===== src/rtl/seg_display_arbiter_pkg.sv =====
// seg_pkg: shared types and constants for the seven-segment display arbiter.
//   owner_t   - display ownership (IDLE / CPU / DBG), also the owner output encoding
//   SEG_BLANK - all-off cathode pattern (active low, dp included)
//   HEX_TABLE - active-low {g,f,e,d,c,b,a} pattern per hex nibble
//   msd_index - position of the most significant nonzero nibble (0 for value 0)
package seg_pkg;

    typedef enum logic [1:0] {
        OWN_IDLE = 2'd0,
        OWN_CPU  = 2'd1,
        OWN_DBG  = 2'd2
    } owner_t;

    localparam logic [7:0] SEG_BLANK = 8'hFF;

    // Element n is the pattern for nibble n; listed from F down to 0.
    localparam logic [15:0][6:0] HEX_TABLE = {
        7'h0E, 7'h06, 7'h21, 7'h46, 7'h03, 7'h08, 7'h10, 7'h00,
        7'h78, 7'h02, 7'h12, 7'h19, 7'h30, 7'h24, 7'h79, 7'h40
    };

    function automatic logic [2:0] msd_index(input logic [31:0] v);
        logic [2:0] idx;
        idx = 3'd0;
        for (int k = 0; k < 8; k++) begin
            if (v[4*k +: 4] != 4'h0) idx = 3'(k);
        end
        return idx;
    endfunction

endpackage


===== src/rtl/seg_display_arbiter_if.sv =====
// seg_display_arbiter_if: write ports of the two display writers.
//   cpu_wr_valid/ready/data/mask - high-priority CPU MMIO writer
//   dbg_wr_valid/ready/data      - low-priority debug monitor (mask implied 8'hFF)
//   master modport: writer side; slave modport: arbiter side.
interface seg_display_arbiter_if;

    logic        cpu_wr_valid;
    logic        cpu_wr_ready;
    logic [31:0] cpu_wr_data;
    logic [7:0]  cpu_wr_mask;
    logic        dbg_wr_valid;
    logic        dbg_wr_ready;
    logic [31:0] dbg_wr_data;

    modport master (
        output cpu_wr_valid, cpu_wr_data, cpu_wr_mask, dbg_wr_valid, dbg_wr_data,
        input  cpu_wr_ready, dbg_wr_ready
    );

    modport slave (
        input  cpu_wr_valid, cpu_wr_data, cpu_wr_mask, dbg_wr_valid, dbg_wr_data,
        output cpu_wr_ready, dbg_wr_ready
    );

endinterface


===== src/rtl/seg_display_arbiter_hex_decode.sv =====
// seg_hex_decode: combinational hex nibble to seven-segment pattern.
//   i_nibble - hex digit value
//   o_seg    - active-low {g,f,e,d,c,b,a}
module seg_hex_decode
    import seg_pkg::*;
(
    input  logic [3:0] i_nibble,
    output logic [6:0] o_seg
);

    assign o_seg = HEX_TABLE[i_nibble];

endmodule


===== src/rtl/seg_display_arbiter.sv =====
// seg_display_arbiter: shares an 8-digit seven-segment display between a CPU
// writer (high priority) and a debug writer (low priority), double-buffers the
// value so it only changes at frame boundaries, and scans the digits.
//   clk, rst_n - system clock, asynchronous active-low reset
//   wr         - writer handshakes (seg_display_arbiter_if.slave)
//   an         - anode select, active low, at most one digit on
//   seg        - {dp,g,f,e,d,c,b,a}, active low, dp always off
//   owner      - 0 IDLE, 1 CPU, 2 DBG
// Optional build macro: SEG_LEADING_ZERO_BLANK_EN blanks digits above the most
// significant nonzero nibble (digit 0 always shown).
//
// Ownership states:
//   state    | meaning
//   OWN_IDLE | nobody holds the display, both writers may be accepted
//   OWN_CPU  | CPU holds it; debug writes stall until the hold expires
//   OWN_DBG  | debug holds it; CPU may still preempt between debug transfers
module seg_display_arbiter
    import seg_pkg::*;
#(
    parameter int unsigned SCAN_DIV    = 100000,
    parameter int unsigned HOLD_FRAMES = 16
) (
    input  logic                  clk,
    input  logic                  rst_n,
    seg_display_arbiter_if.slave  wr,
    output logic [7:0]            an,
    output logic [7:0]            seg,
    output logic [1:0]            owner
);

    localparam int unsigned    DIV_W     = (SCAN_DIV > 1) ? $clog2(SCAN_DIV) : 1;
    localparam logic [DIV_W-1:0] DIV_LAST = DIV_W'(SCAN_DIV - 1);
    localparam logic [7:0]     HOLD_INIT = 8'(HOLD_FRAMES);

    owner_t           r_owner;
    logic [7:0]       r_hold;
    logic [DIV_W-1:0] r_div;
    logic [2:0]       r_idx;
    logic [31:0]      r_shadow_data;
    logic [7:0]       r_shadow_mask;
    logic             r_pending;
    logic [31:0]      r_live_data;
    logic [7:0]       r_live_mask;
    logic [7:0]       r_an;
    logic [7:0]       r_seg;

    logic             w_cpu_ready;
    logic             w_dbg_ready;
    logic             w_cpu_acc;
    logic             w_dbg_acc;
    logic             w_acc;
    logic             w_tick;
    logic             w_frame;
    logic [3:0]       w_nibble;
    logic [6:0]       w_hex;
    logic             w_lz_blank;
    logic             w_digit_on;

    // CPU only waits while debug owns the display and is mid-transfer.
    assign w_cpu_ready = (r_owner != OWN_DBG) || !wr.dbg_wr_valid;
    assign w_dbg_ready = (r_owner != OWN_CPU) && !wr.cpu_wr_valid;
    assign w_cpu_acc   = wr.cpu_wr_valid && w_cpu_ready;
    assign w_dbg_acc   = wr.dbg_wr_valid && w_dbg_ready;
    assign w_acc       = w_cpu_acc || w_dbg_acc;

    assign wr.cpu_wr_ready = w_cpu_ready;
    assign wr.dbg_wr_ready = w_dbg_ready;

    assign w_tick  = (r_div == DIV_LAST);
    assign w_frame = w_tick && (r_idx == 3'd7);

    // Scan divider and digit index
    always_ff @(posedge clk or negedge rst_n) begin
        if (!rst_n) begin
            r_div <= '0;
            r_idx <= 3'd0;
        end else if (w_tick) begin
            r_div <= '0;
            r_idx <= r_idx + 3'd1;
        end else begin
            r_div <= r_div + 1'b1;
        end
    end

    // Ownership FSM; an accept reloads the hold even on a frame boundary.
    always_ff @(posedge clk or negedge rst_n) begin
        if (!rst_n) begin
            r_owner <= OWN_IDLE;
            r_hold  <= 8'd0;
        end else if (w_cpu_acc) begin
            r_owner <= OWN_CPU;
            r_hold  <= HOLD_INIT;
        end else if (w_dbg_acc) begin
            r_owner <= OWN_DBG;
            r_hold  <= HOLD_INIT;
        end else if (w_frame && (r_owner != OWN_IDLE)) begin
            if (r_hold <= 8'd1) begin
                r_owner <= OWN_IDLE;
                r_hold  <= 8'd0;
            end else begin
                r_hold  <= r_hold - 8'd1;
            end
        end
    end

    // Shadow/live double buffer. A write landing on the boundary cycle sets
    // pending again, so it waits for the next boundary.
    always_ff @(posedge clk or negedge rst_n) begin
        if (!rst_n) begin
            r_shadow_data <= 32'h0;
            r_shadow_mask <= 8'hFF;
            r_pending     <= 1'b0;
            r_live_data   <= 32'h0;
            r_live_mask   <= 8'hFF;
        end else begin
            if (w_acc) begin
                r_shadow_data <= w_cpu_acc ? wr.cpu_wr_data : wr.dbg_wr_data;
                r_shadow_mask <= w_cpu_acc ? wr.cpu_wr_mask : 8'hFF;
            end
            if (w_frame && r_pending) begin
                r_live_data <= r_shadow_data;
                r_live_mask <= r_shadow_mask;
            end
            if (w_acc) begin
                r_pending <= 1'b1;
            end else if (w_frame) begin
                r_pending <= 1'b0;
            end
        end
    end

    assign w_nibble = r_live_data[{r_idx, 2'b00} +: 4];

    seg_hex_decode u_hex_decode (
        .i_nibble (w_nibble),
        .o_seg    (w_hex)
    );

`ifdef SEG_LEADING_ZERO_BLANK_EN
    assign w_lz_blank = (r_idx > msd_index(r_live_data));
`else
    assign w_lz_blank = 1'b0;
`endif

    assign w_digit_on = r_live_mask[r_idx] && !w_lz_blank;

    // Pins follow the current index and live value one cycle later.
    always_ff @(posedge clk or negedge rst_n) begin
        if (!rst_n) begin
            r_an  <= 8'hFF;
            r_seg <= SEG_BLANK;
        end else if (w_digit_on) begin
            r_an  <= ~(8'h01 << r_idx);
            r_seg <= {1'b1, w_hex};
        end else begin
            r_an  <= 8'hFF;
            r_seg <= SEG_BLANK;
        end
    end

    assign an    = r_an;
    assign seg   = r_seg;
    assign owner = r_owner;

endmodule


===== src/flat_wrapper.sv =====
// flat-port wrapper written by rule: the top's interface ports become plain ports
module seg_display_arbiter_flat import seg_pkg::*;
#(
    parameter int unsigned SCAN_DIV    = 100000,
    parameter int unsigned HOLD_FRAMES = 16
)
  (clk, rst_n, an, seg, owner, wr_cpu_wr_valid, wr_cpu_wr_data, wr_cpu_wr_mask, wr_dbg_wr_valid, wr_dbg_wr_data, wr_cpu_wr_ready, wr_dbg_wr_ready);
  seg_display_arbiter_if wr_i ();
  input  logic clk;
  input  logic rst_n;
  output logic [7:0] an;
  output logic [7:0] seg;
  output logic [1:0] owner;
  input wire logic [$bits(wr_i.cpu_wr_valid)-1:0] wr_cpu_wr_valid;
  input wire logic [$bits(wr_i.cpu_wr_data)-1:0] wr_cpu_wr_data;
  input wire logic [$bits(wr_i.cpu_wr_mask)-1:0] wr_cpu_wr_mask;
  input wire logic [$bits(wr_i.dbg_wr_valid)-1:0] wr_dbg_wr_valid;
  input wire logic [$bits(wr_i.dbg_wr_data)-1:0] wr_dbg_wr_data;
  output wire logic [$bits(wr_i.cpu_wr_ready)-1:0] wr_cpu_wr_ready;
  output wire logic [$bits(wr_i.dbg_wr_ready)-1:0] wr_dbg_wr_ready;
  assign wr_i.cpu_wr_valid = wr_cpu_wr_valid;
  assign wr_i.cpu_wr_data = wr_cpu_wr_data;
  assign wr_i.cpu_wr_mask = wr_cpu_wr_mask;
  assign wr_i.dbg_wr_valid = wr_dbg_wr_valid;
  assign wr_i.dbg_wr_data = wr_dbg_wr_data;
  assign wr_cpu_wr_ready = wr_i.cpu_wr_ready;
  assign wr_dbg_wr_ready = wr_i.dbg_wr_ready;
  seg_display_arbiter #(.SCAN_DIV(SCAN_DIV), .HOLD_FRAMES(HOLD_FRAMES)) u_core (.clk(clk), .rst_n(rst_n), .wr(wr_i), .an(an), .seg(seg), .owner(owner));
endmodule

===== config.mk =====
export PLATFORM = sky130hd
export DESIGN_NAME = seg_display_arbiter_flat
export DESIGN_NICKNAME = d
export VERILOG_FILES = /design/src/rtl/seg_display_arbiter_pkg.sv /design/src/rtl/seg_display_arbiter_if.sv /design/src/rtl/seg_display_arbiter_hex_decode.sv /design/src/rtl/seg_display_arbiter.sv /design/src/flat_wrapper.sv
export SDC_FILE = /design/constraint.sdc
export NUM_CORES = 1
export LEC_CHECK = 0
export ABC_AREA = 1
export BUFFER_PORTS_ARGS = -buffer_cell sky130_fd_sc_hd__buf_2
export CORE_ASPECT_RATIO = 0.9
export CORE_MARGIN = 4
export CORE_UTILIZATION = 45
export DETAILED_ROUTE_END_ITERATION = 10
export GPL_ROUTABILITY_DRIVEN = 1
export PLACE_DENSITY = 0.75
export SLEW_MARGIN = 20
export SYNTH_ARGS = -nofsm -noshare
export SYNTH_HDL_FRONTEND = slang
export SYNTH_HIERARCHICAL = 1
export SYNTH_SLANG_ARGS = --single-unit

===== constraint.sdc =====
create_clock -name clk -period 2.9 [get_ports clk]
set_input_delay 0.145 -clock clk [delete_from_list [all_inputs] [get_ports clk]]
set_output_delay 0.145 -clock clk [all_outputs]
set_load 0.05 [all_outputs]

# Yosys cells after proc, flatten, opt, wreduce, memory -nomap -nowiden
# Memories as Yosys holds them, arrays and structs flattened.
# Cells that the tools add are included.
# totals
register_bits,127
mem_bits_ro,112
input_bits,76
out_inout_bits,20
word_cells,58
n_memories,1
# memory_table
memory,words,word_bits,read_ports,rd_ports_with_merged_regs,write_ports,line,text
(name not given),16,7,1,0,0,seg_display_arbiter_hex_decode.sv:11,assign o_seg = HEX_TABLE[i_nibble];
# classes
n_addsub,3
order_cmp,3
eq_ne,4
shifts,2
mux,18
n_bitwise,1
reduce_logical,15
# op_table
cell,n
$mux W8,6
$mux W32,1
$shiftx A32 B6 Y4,1
$add A17 B1 Y17 const B,1
$eq A17 B17 Y1 const B,1
$mux W17,1
$mux W7,2
$le A8 B1 Y1 const B,1
$mux W2,4
$not A8 Y8,1
$shl A1 B3 Y8 const A,1
$sub A8 B1 Y8 const B,1
$logic_and A1 B1 Y1,6
$reduce_bool A3 Y1,2
$lt A4 B5 Y1 const B,1
$lt A3 B4 Y1 const B,1
$reduce_bool A2 Y1,2
$add A3 B1 Y3 const B,1
$bmux W1 S3,1
$eq A3 B3 Y1 const B,1
$mux W1,3
$logic_not A1 Y1,2
$logic_or A1 B1 Y1,2
$ne A2 B1 Y1 const B,1
2 further kinds,2

# Depth between registers and ports, before layout
# Gate-level depths: netlist of the first run.
# logic_depth
ltp_word,6
ltp_mapped,15
ltp_nobuf,13

# Hierarchy
# Netlist of the first run, hierarchy kept.
# by_module_without_submodules
mod,instances,cells_per_inst,area_per_inst_um2,seq_area_each_um2
seg_display_arbiter,1,702,5840.6,3191.8
seg_hex_decode,1,49,274.0,0.0

# Least setup slack after synthesis of the first run
# No wires, ideal clock.
# synth_path
path_kind,register -> register
from,"register u_core.r_owner[1], in the netlist u_core/owner[1]"
to,"register u_core.r_owner[0], in the netlist u_core/owner[0]"
setup_ps,130
t_arrival_ps,2539
t_required_ps,2770
path_slack_ps,232
path_stages_with_launch,10
path_buffers,0
period_less_slack_ps,2668
path_cell_list,dfrtp_1 inv_2 a21oi_1 nand2_1 nand2_1 inv_2 nand2_1 nand2_1 nand2_1 nand2_1
# synth_via
elab_chain_cells,5
word_cells_on_any_way,13
cone_classes,2 x eq/ne; 2 x mux; 9 x reduce/logical
# synth_lines
element,line,text
"start, declared",seg_display_arbiter.sv:35,owner_t r_owner;
"start signal, assigned",seg_display_arbiter.sv:88,r_owner <= OWN_IDLE;
"start signal, assigned",seg_display_arbiter.sv:91,r_owner <= OWN_CPU;
"start signal, assigned",seg_display_arbiter.sv:94,r_owner <= OWN_DBG;
$ne A2 B1 Y1 (*),seg_display_arbiter.sv:61,assign w_dbg_ready = (r_owner != OWN_CPU) && !wr.cpu_wr_valid;
$logic_and A1 B1 Y1 (*),seg_display_arbiter.sv:61,
net wr_dbg_wr_ready,flat_wrapper.sv:20,output wire logic [$bits(wr_i.dbg_wr_ready)-1:0] wr_dbg_wr_ready;
$logic_and A1 B1 Y1 (*),seg_display_arbiter.sv:63,assign w_dbg_acc = wr.dbg_wr_valid && w_dbg_ready;
$reduce_bool A3 Y1 (no source line) / $mux W2 (equally long branches),n/a,
$reduce_and A2 Y1 (no source line) / $mux W2 (equally long branches),n/a,
# Mark *: on every way through the listed nets, which the timed path passes. The rest lies on a longest branch.
# A chain may end at the register's enable or synchronous reset.

# Worst setup path in the final report of the first run
# layout_path
from,register u_core.r_idx[1]
to,"register u_core.r_seg[3], in the netlist u_core/seg[3]"
# layout_via
elab_chain_cells,4
word_cells_on_any_way,6
cone_classes,1 x shift; 4 x mux; 1 x memory
# layout_lines
element,line,text
"start, declared",seg_display_arbiter.sv:38,logic [2:0] r_idx;
"start signal, assigned",seg_display_arbiter.sv:79,r_idx <= r_idx + 3'd1;
$shiftx A32 B6 Y4,seg_display_arbiter.sv:132,"assign w_nibble = r_live_data[{r_idx, 2'b00} +: 4];"
net u_core.w_nibble[0],seg_display_arbiter.sv:54,logic [3:0] w_nibble;
$mem_v2 Z16 W7,n/a,
$mux W7 (implied by the code),seg_display_arbiter_hex_decode.sv:11,
net u_core.w_hex[3],seg_display_arbiter.sv:55,logic [6:0] w_hex;
$mux W7,seg_display_arbiter.sv:152,end else if (w_digit_on) begin
"end signal, assigned",seg_display_arbiter.sv:154,"r_seg <= {1'b1, w_hex};"
"end, declared",seg_display_arbiter.sv:45,logic [7:0] r_seg;
# The timed path passes the listed nets, and every way through them passes these cells. The select of a mux whose other input is x is not followed.

==> reports/metrics.cfg, run 1 <==
[synth]
synth_cell_types=31
syn-instance-count=751
ys_warn_count=6
synth_seq_cells=126
synth.cell_area_um2=6115
avgSynthCellArea_um2=8.142
seq_area_frac_synth=0.5220
synth_fp_nets=843

[timing]
clock.fmax_mhz=418.0
final_hold_viol_count=0
setup_viol_count_final=0
worstMarginPinSlew_ps=933.0
fin_crit_ps=2393
skew_ps=5.449
fin_crit_sh=0.8250
finalSetupTns_ps=0
maxSlewHeadroom=0.3741
maxSlewViolCount=0
rsz0062_at_grt=false

[power]
switching_share=0.2744
combPwrFrac=0.147
power_leakage_nw=3.805
p_seq_frac=0.425
clock_power_share=0.428
powerDensity_nw_per_um2=628.7
p_switching_mw=1.323
peakVddDrop_mv=0.5216
p_int_mw=3.500
p_total_mw=4.824

[floorplanning]
fp.dieH_um=118.6
dieArea_um2=15520
coreArea_um2=13310
initial_core_util=0.4593
ios=96
die_w_um=130.9
num_rows=40

[placed_design]
routabilityCongestion=0.8267
dpl.hpwl_um=9660
place_area_um2=6696
numPortBuffers=94

[clock_network]
clkTransAtPathRegs_ps=60
clock-sinks=126
cts_max_level=4
cts_buffers=17
tritoncts=yes
clock_latency_ps=420
cts.root.buffer_cell=clkbuf_16
cts-hold-fix-buffers=40
clockBufferDepth=2
post_cts_resized=0
cts_setup_buffers=0

[drt]
drt-initial-drc-count=615
drt-total-wl_um=14410
wl_per_cell_um=13.64
dr_total_vias=5383
vias_per_cell=5.093
dr.pass1.iters=5
postRouteAntennaNets=0
remaining_drc_errors=0

[layout]
stdcell_area_um2=7672
antenna_cells=0
mostFrequentLayoutCells=197 x nand2_1, 95 x dfrtp_1, 93 x buf_2
nFillCells=1194
final_common_cell=nand2_1
area_delta_synth_final_pct=25.48
nets=969
drive_gt1_frac=0.2002
finish.utilization=0.5763

[worst_setup_path]
r2r_cells=12
slowest_stage=dfrtp_1
cp_max_fo=13
critical_path.endpoint_type=register
crit_chain=inv_1 -> o21ai_0 -> o22ai_1 -> nand2_1 -> nand2_1 -> inv_1 -> ha_1 -> nand2_1 -> nand3_1 -> nand2_1 -> inv_1 -> nand2_1
crit_required_ps=3250
regToRegSetupSlack_ps=510
crit_path_start_kind=register
critPathMaxStageDelay_ps=540
path_class=register to register
arrival_ps=2740
cpMostUsedCell=nand2_1

[global_route]
grt_start_max_net_pins=61
grt_pass1_vias=5450
gr-total-overflow=0
antenna_found_initial=0
grt_pass1_wl_um=24990
track_usage=0.2009

[flow_run]
drv_cap=0

[outcome]
status=complete, no violations

[min_path]
holdPathStages=3
holdCritPathClass=primary input to register

[power by group through the flow]
stage	Clock, mW	Sequential, mW	Combinational [mW]
floorplan	0	2.08	0.431
global placement	0	2.07	0.655
detailed placement	0	2.07	0.663
CTS	2.10	2.05	0.710
global route	2.17	2.07	0.805
finish	2.07	2.05	0.710
[registers in the layout, indices dropped and copies added (netlist names)]
| register | cells |
|---|---|
| u_core/r_live_data | 32 |
| u_core/r_shadow_data | 32 |
| u_core/r_div | 17 |
| u_core/an | 8 |
| u_core/r_hold | 8 |
| u_core/r_live_mask | 8 |
| u_core/r_shadow_mask | 8 |
| u_core/seg | 7 |
| u_core/r_idx | 3 |
| u_core/owner | 2 |
| u_core/r_pending | 1 |
[Yosys cell counts]
| cell type | instances | area (µm²) |
|---|---|---|
| o21bai_1 | 1 | 7.510 |
| nor3_1 | 1 | 5.000 |
| dfrtp_1 | 95 | 2377 |
| nor2_1 | 90 | 337.8 |
| buf_4 | 1 | 7.510 |
| a21oi_1 | 45 | 225.2 |
| conb_1 | 1 | 3.750 |
| nand4_1 | 13 | 81.33 |
| o22ai_1 | 10 | 62.56 |
| dfstp_2 | 31 | 814.5 |
| nand3_1 | 60 | 300.3 |
| xnor2_1 | 2 | 17.52 |
| inv_2 | 7 | 26.28 |
| nor2_4 | 2 | 22.52 |
| inv_1 | 51 | 191.4 |
| o21a_1 | 1 | 7.510 |
| nand2_1 | 197 | 739.5 |
| or2_2 | 2 | 12.51 |
| nand2_4 | 1 | 11.26 |
| o21ai_2 | 1 | 8.760 |
| buf_2 | 10 | 50.05 |
| nor4_1 | 1 | 6.260 |
| nand2_2 | 1 | 6.260 |
| xor2_1 | 10 | 87.58 |
| clkinv_1 | 2 | 7.510 |
| clkbuf_1 | 21 | 78.83 |
| buf_6 | 4 | 45.04 |
| nor2_2 | 2 | 12.51 |
| ha_1 | 16 | 200.2 |
| o21ai_1 | 11 | 55.05 |
| o21ai_0 | 61 | 305.3 |
[cell families (layout without fill, tap and decap cells)]
group           after synthesis  count (layout)  synth area share
compound gates              130             130            0.1099
flops                       126             126            0.5220
fa+ha+maj                    16              16           0.03274
simple gates                370             370            0.2511
buf+inv                      96             234           0.06650
xor+xnor                     12              12           0.01719
other cells                   1               1         0.0006133
[area by class of cell]
type,count,area (µm²),area share
well taps,168,210.2,0.02740
flip-flops and latches,126,3192,0.4160
clock inverters,9,111.4,0.01451
multi-input cells,529,2516,0.3280
inverters,60,225.2,0.02935
clock buffers,22,464.2,0.06050
repair buffers,143,953.4,0.1243
[metal layers]
layer  vias to the layer above  wire length (µm)  track usage
li1                       2675                 -            -
met1                      2527              6544       0.2779
met2                       159              6719       0.3045
met3                        22               926      0.05739
met4                         0               224      0.06491
met5                         -                 0            0
[worst max-delay path: cells and delay by family (launching register included)]
family | cells | cell delay, ps
simple gates | 6 | 510
fa+ha+maj | 1 | 330
flops | 1 | 540
compound gates | 2 | 380
buf+inv | 3 | 550
[through the flow]
stage / setup slack [ps] / cells / hold slack [ps]
3_3_place_gp: 608.4 / 986 / 256.6
5_1_grt: 256.3 / 1057 / 25.98
2_1_floorplan: 231.6 / 751 / -150.6
6_report: 507.5 / 1057 / 28.98
3_5_place_dp: 561.6 / 986 / 264.2
4_1_cts: 546.0 / 1057 / 15.65
[final timing paths]
path | end | from
min | u_core/r_shadow_data[19] | wr_dbg_wr_data[19]
min in group asynchronous | u_core/r_div[14] | rst_n
max in group asynchronous | u_core/r_shadow_data[13] | rst_n
max reg2reg | u_core/seg[3] | u_core/r_idx[1]
max | u_core/seg[3] | u_core/r_idx[1]
min reg2reg | u_core/r_live_data[5] | u_core/r_live_data[5]
Note: power is estimated with default switching activity, not from simulation.
==> inputs of run 2 (changes only) <==
Settings changed: PLACE_DENSITY 0.75 to 0.77.
Clock period 2.9 ns to 2.2 ns, I/O delays scaled along.
==> run 2 against run 1 <==
Effect of this change:
- maximum frequency increased by 20%
- final area increased by 4.1%
- die area unchanged
- clock power increased by 44%
- wire length increased by 1.2%
- largest cell class unchanged
- clock skew increased by 2.4 ps
- worst setup slack got worse by 310 ps
- non-clock buffer count increased by 24
- sequential power increased by 32%
==> reports/metrics.cfg, run 2 (same netlist as run 1, synthesis figures left out) <==
[timing]
finalSetupTns_ps=0
skew_ps=7.820
final_hold_viol_count=0
clock.fmax_mhz=500.0
maxSlewViolCount=0
setup_viol_count_final=0
fin_crit_ps=2000
fin_crit_sh=0.9091
rsz0062_at_grt=false

[worst_setup_path]
path_delay_family=simple AND/OR/NAND/NOR gates
crit_path_start_kind=register
crit_buf_inv=3
crit_chain=buf_4 -> o21ai_0 -> o22ai_1 -> nand2_1 -> nand2_1 -> inv_1 -> ha_1 -> nand2_1 -> nand3_1 -> nand2_1 -> inv_1 -> nand2_1
crit_cells=12
critical_path.endpoint_type=register
critPathMaxStageDelay_ps=410
path_class=register to register
regToRegSetupSlack_ps=200
cp_max_fo=16
r2r_cells=12
slowest_stage=dfrtp_2
cpMostUsedCell=nand2_1
arrival_ps=2340
crit_required_ps=2540

[floorplanning]
num_rows=40
die_w_um=130.9
ios=96
coreArea_um2=13310
fp.dieH_um=118.6
dieArea_um2=15520
initial_core_util=0.4593

[clock_network]
clock-sinks=126
cts.root.buffer_cell=clkbuf_16
clockBufferDepth=2
cts_buffers=17
cts_max_level=4
clkTransAtPathRegs_ps=50
clock_latency_ps=410
tritoncts=yes

[drt]
drt-total-wl_um=14590
dr_total_vias=5472
wl_per_cell_um=13.47
dr.pass1.iters=5
drt-initial-drc-count=380
vias_per_cell=5.053
postRouteAntennaNets=0
remaining_drc_errors=0

[global_route]
track_usage=0.2028
grt_pass1_wl_um=25380
gr-total-overflow=0
grt_pass1_vias=5376
antenna_found_initial=0
grt_start_max_net_pins=60

[power]
powerDensity_nw_per_um2=834.8
p_total_mw=6.665
power_leakage_nw=3.933
peakVddDrop_mv=0.5301

[placed_design]
numPortBuffers=94
place_area_um2=6765
routabilityCongestion=0.8541
dpl.hpwl_um=9249
place_inst=993

[layout]
drive_gt1_frac=0.2131
final_common_cell=nand2_1
top_regs=u_core/r_live_data: 32 flops, u_core/r_shadow_data: 32 flops, u_core/r_div: 17 flops
antenna_cells=0
multi_input_area_um2=2532
area_delta_synth_final_pct=30.57
fin_cells=1083
seq_area_um2=3194
nFillCells=1117
nets=994
finish.utilization=0.5997
stdcell_area_um2=7984
mostFrequentLayoutCells=197 x nand2_1, 93 x buf_2, 93 x dfrtp_1

[min_path]
holdCritPathClass=primary input to register
holdPathStages=3

[outcome]
status=complete, no violations

[flow_run]
drv_cap=0

-- run 2: final cells by class --
type / count / area share
Sequential cell: 126 / 0.4001
Multi-Input combinational cell: 529 / 0.3172
Timing Repair Buffer: 167 / 0.1470
Clock buffer: 20 / 0.05720
Inverter: 60 / 0.02868
Tap cell: 168 / 0.02633
Clock inverter: 12 / 0.02288
Timing Repair inverter: 1 / 0.0006269
-- run 2: stage by stage --
step | setup slack [ps] | hold WS [ps]
3_5_place_dp | 199.1 | 83.54
4_1_cts | 167.4 | 0.1796
2_1_floorplan | 90.35 | -185.6
6_report | 200.0 | 8.876
3_3_place_gp | 258.0 | 81.80
5_1_grt | 12.69 | 5.565
-- run 2: layer usage --
layer,wire length (µm),GRT usage,part of all wire
met1,6770,0.2871,0.46
met2,6769,0.3042,0.46
met3,815,0.05558,0.056
met4,231,0.06105,0.016
met5,0,0,0
-- run 2: power breakdown --
part           switching (mW)  internal [mW]
Clock                    1.03           1.96
Sequential              0.154           2.55
Combinational           0.600          0.366
-- run 2: tightest hold or removal path, stage by stage --
cell and delay (ps):
buf_2 70, o21ai_0 70, a21oi_1 120
-- run 2: final timing paths --
path,start,to
setup / recovery,u_core/r_idx[0],u_core/seg[3]
hold / removal,wr_dbg_wr_data[23],u_core/r_shadow_data[23]
setup reg to reg,u_core/r_idx[0],u_core/seg[3]
hold reg to reg,u_core/r_div[0],u_core/r_div[0]
max in group asynchronous,rst_n,u_core/r_shadow_mask[5]
min in group asynchronous,rst_n,u_core/r_div[12]
-- run 2: repair_timing --
| action | CTS | global route |
|---|---|---|
| hold buffers | 56 | 0 |
| hold endpoints to repair | 72 | 0 |
| endpoints found under the setup margin | 0 | 4 |
| resized for setup | 0 | 3 |
| setup buffers | 0 | 1 |
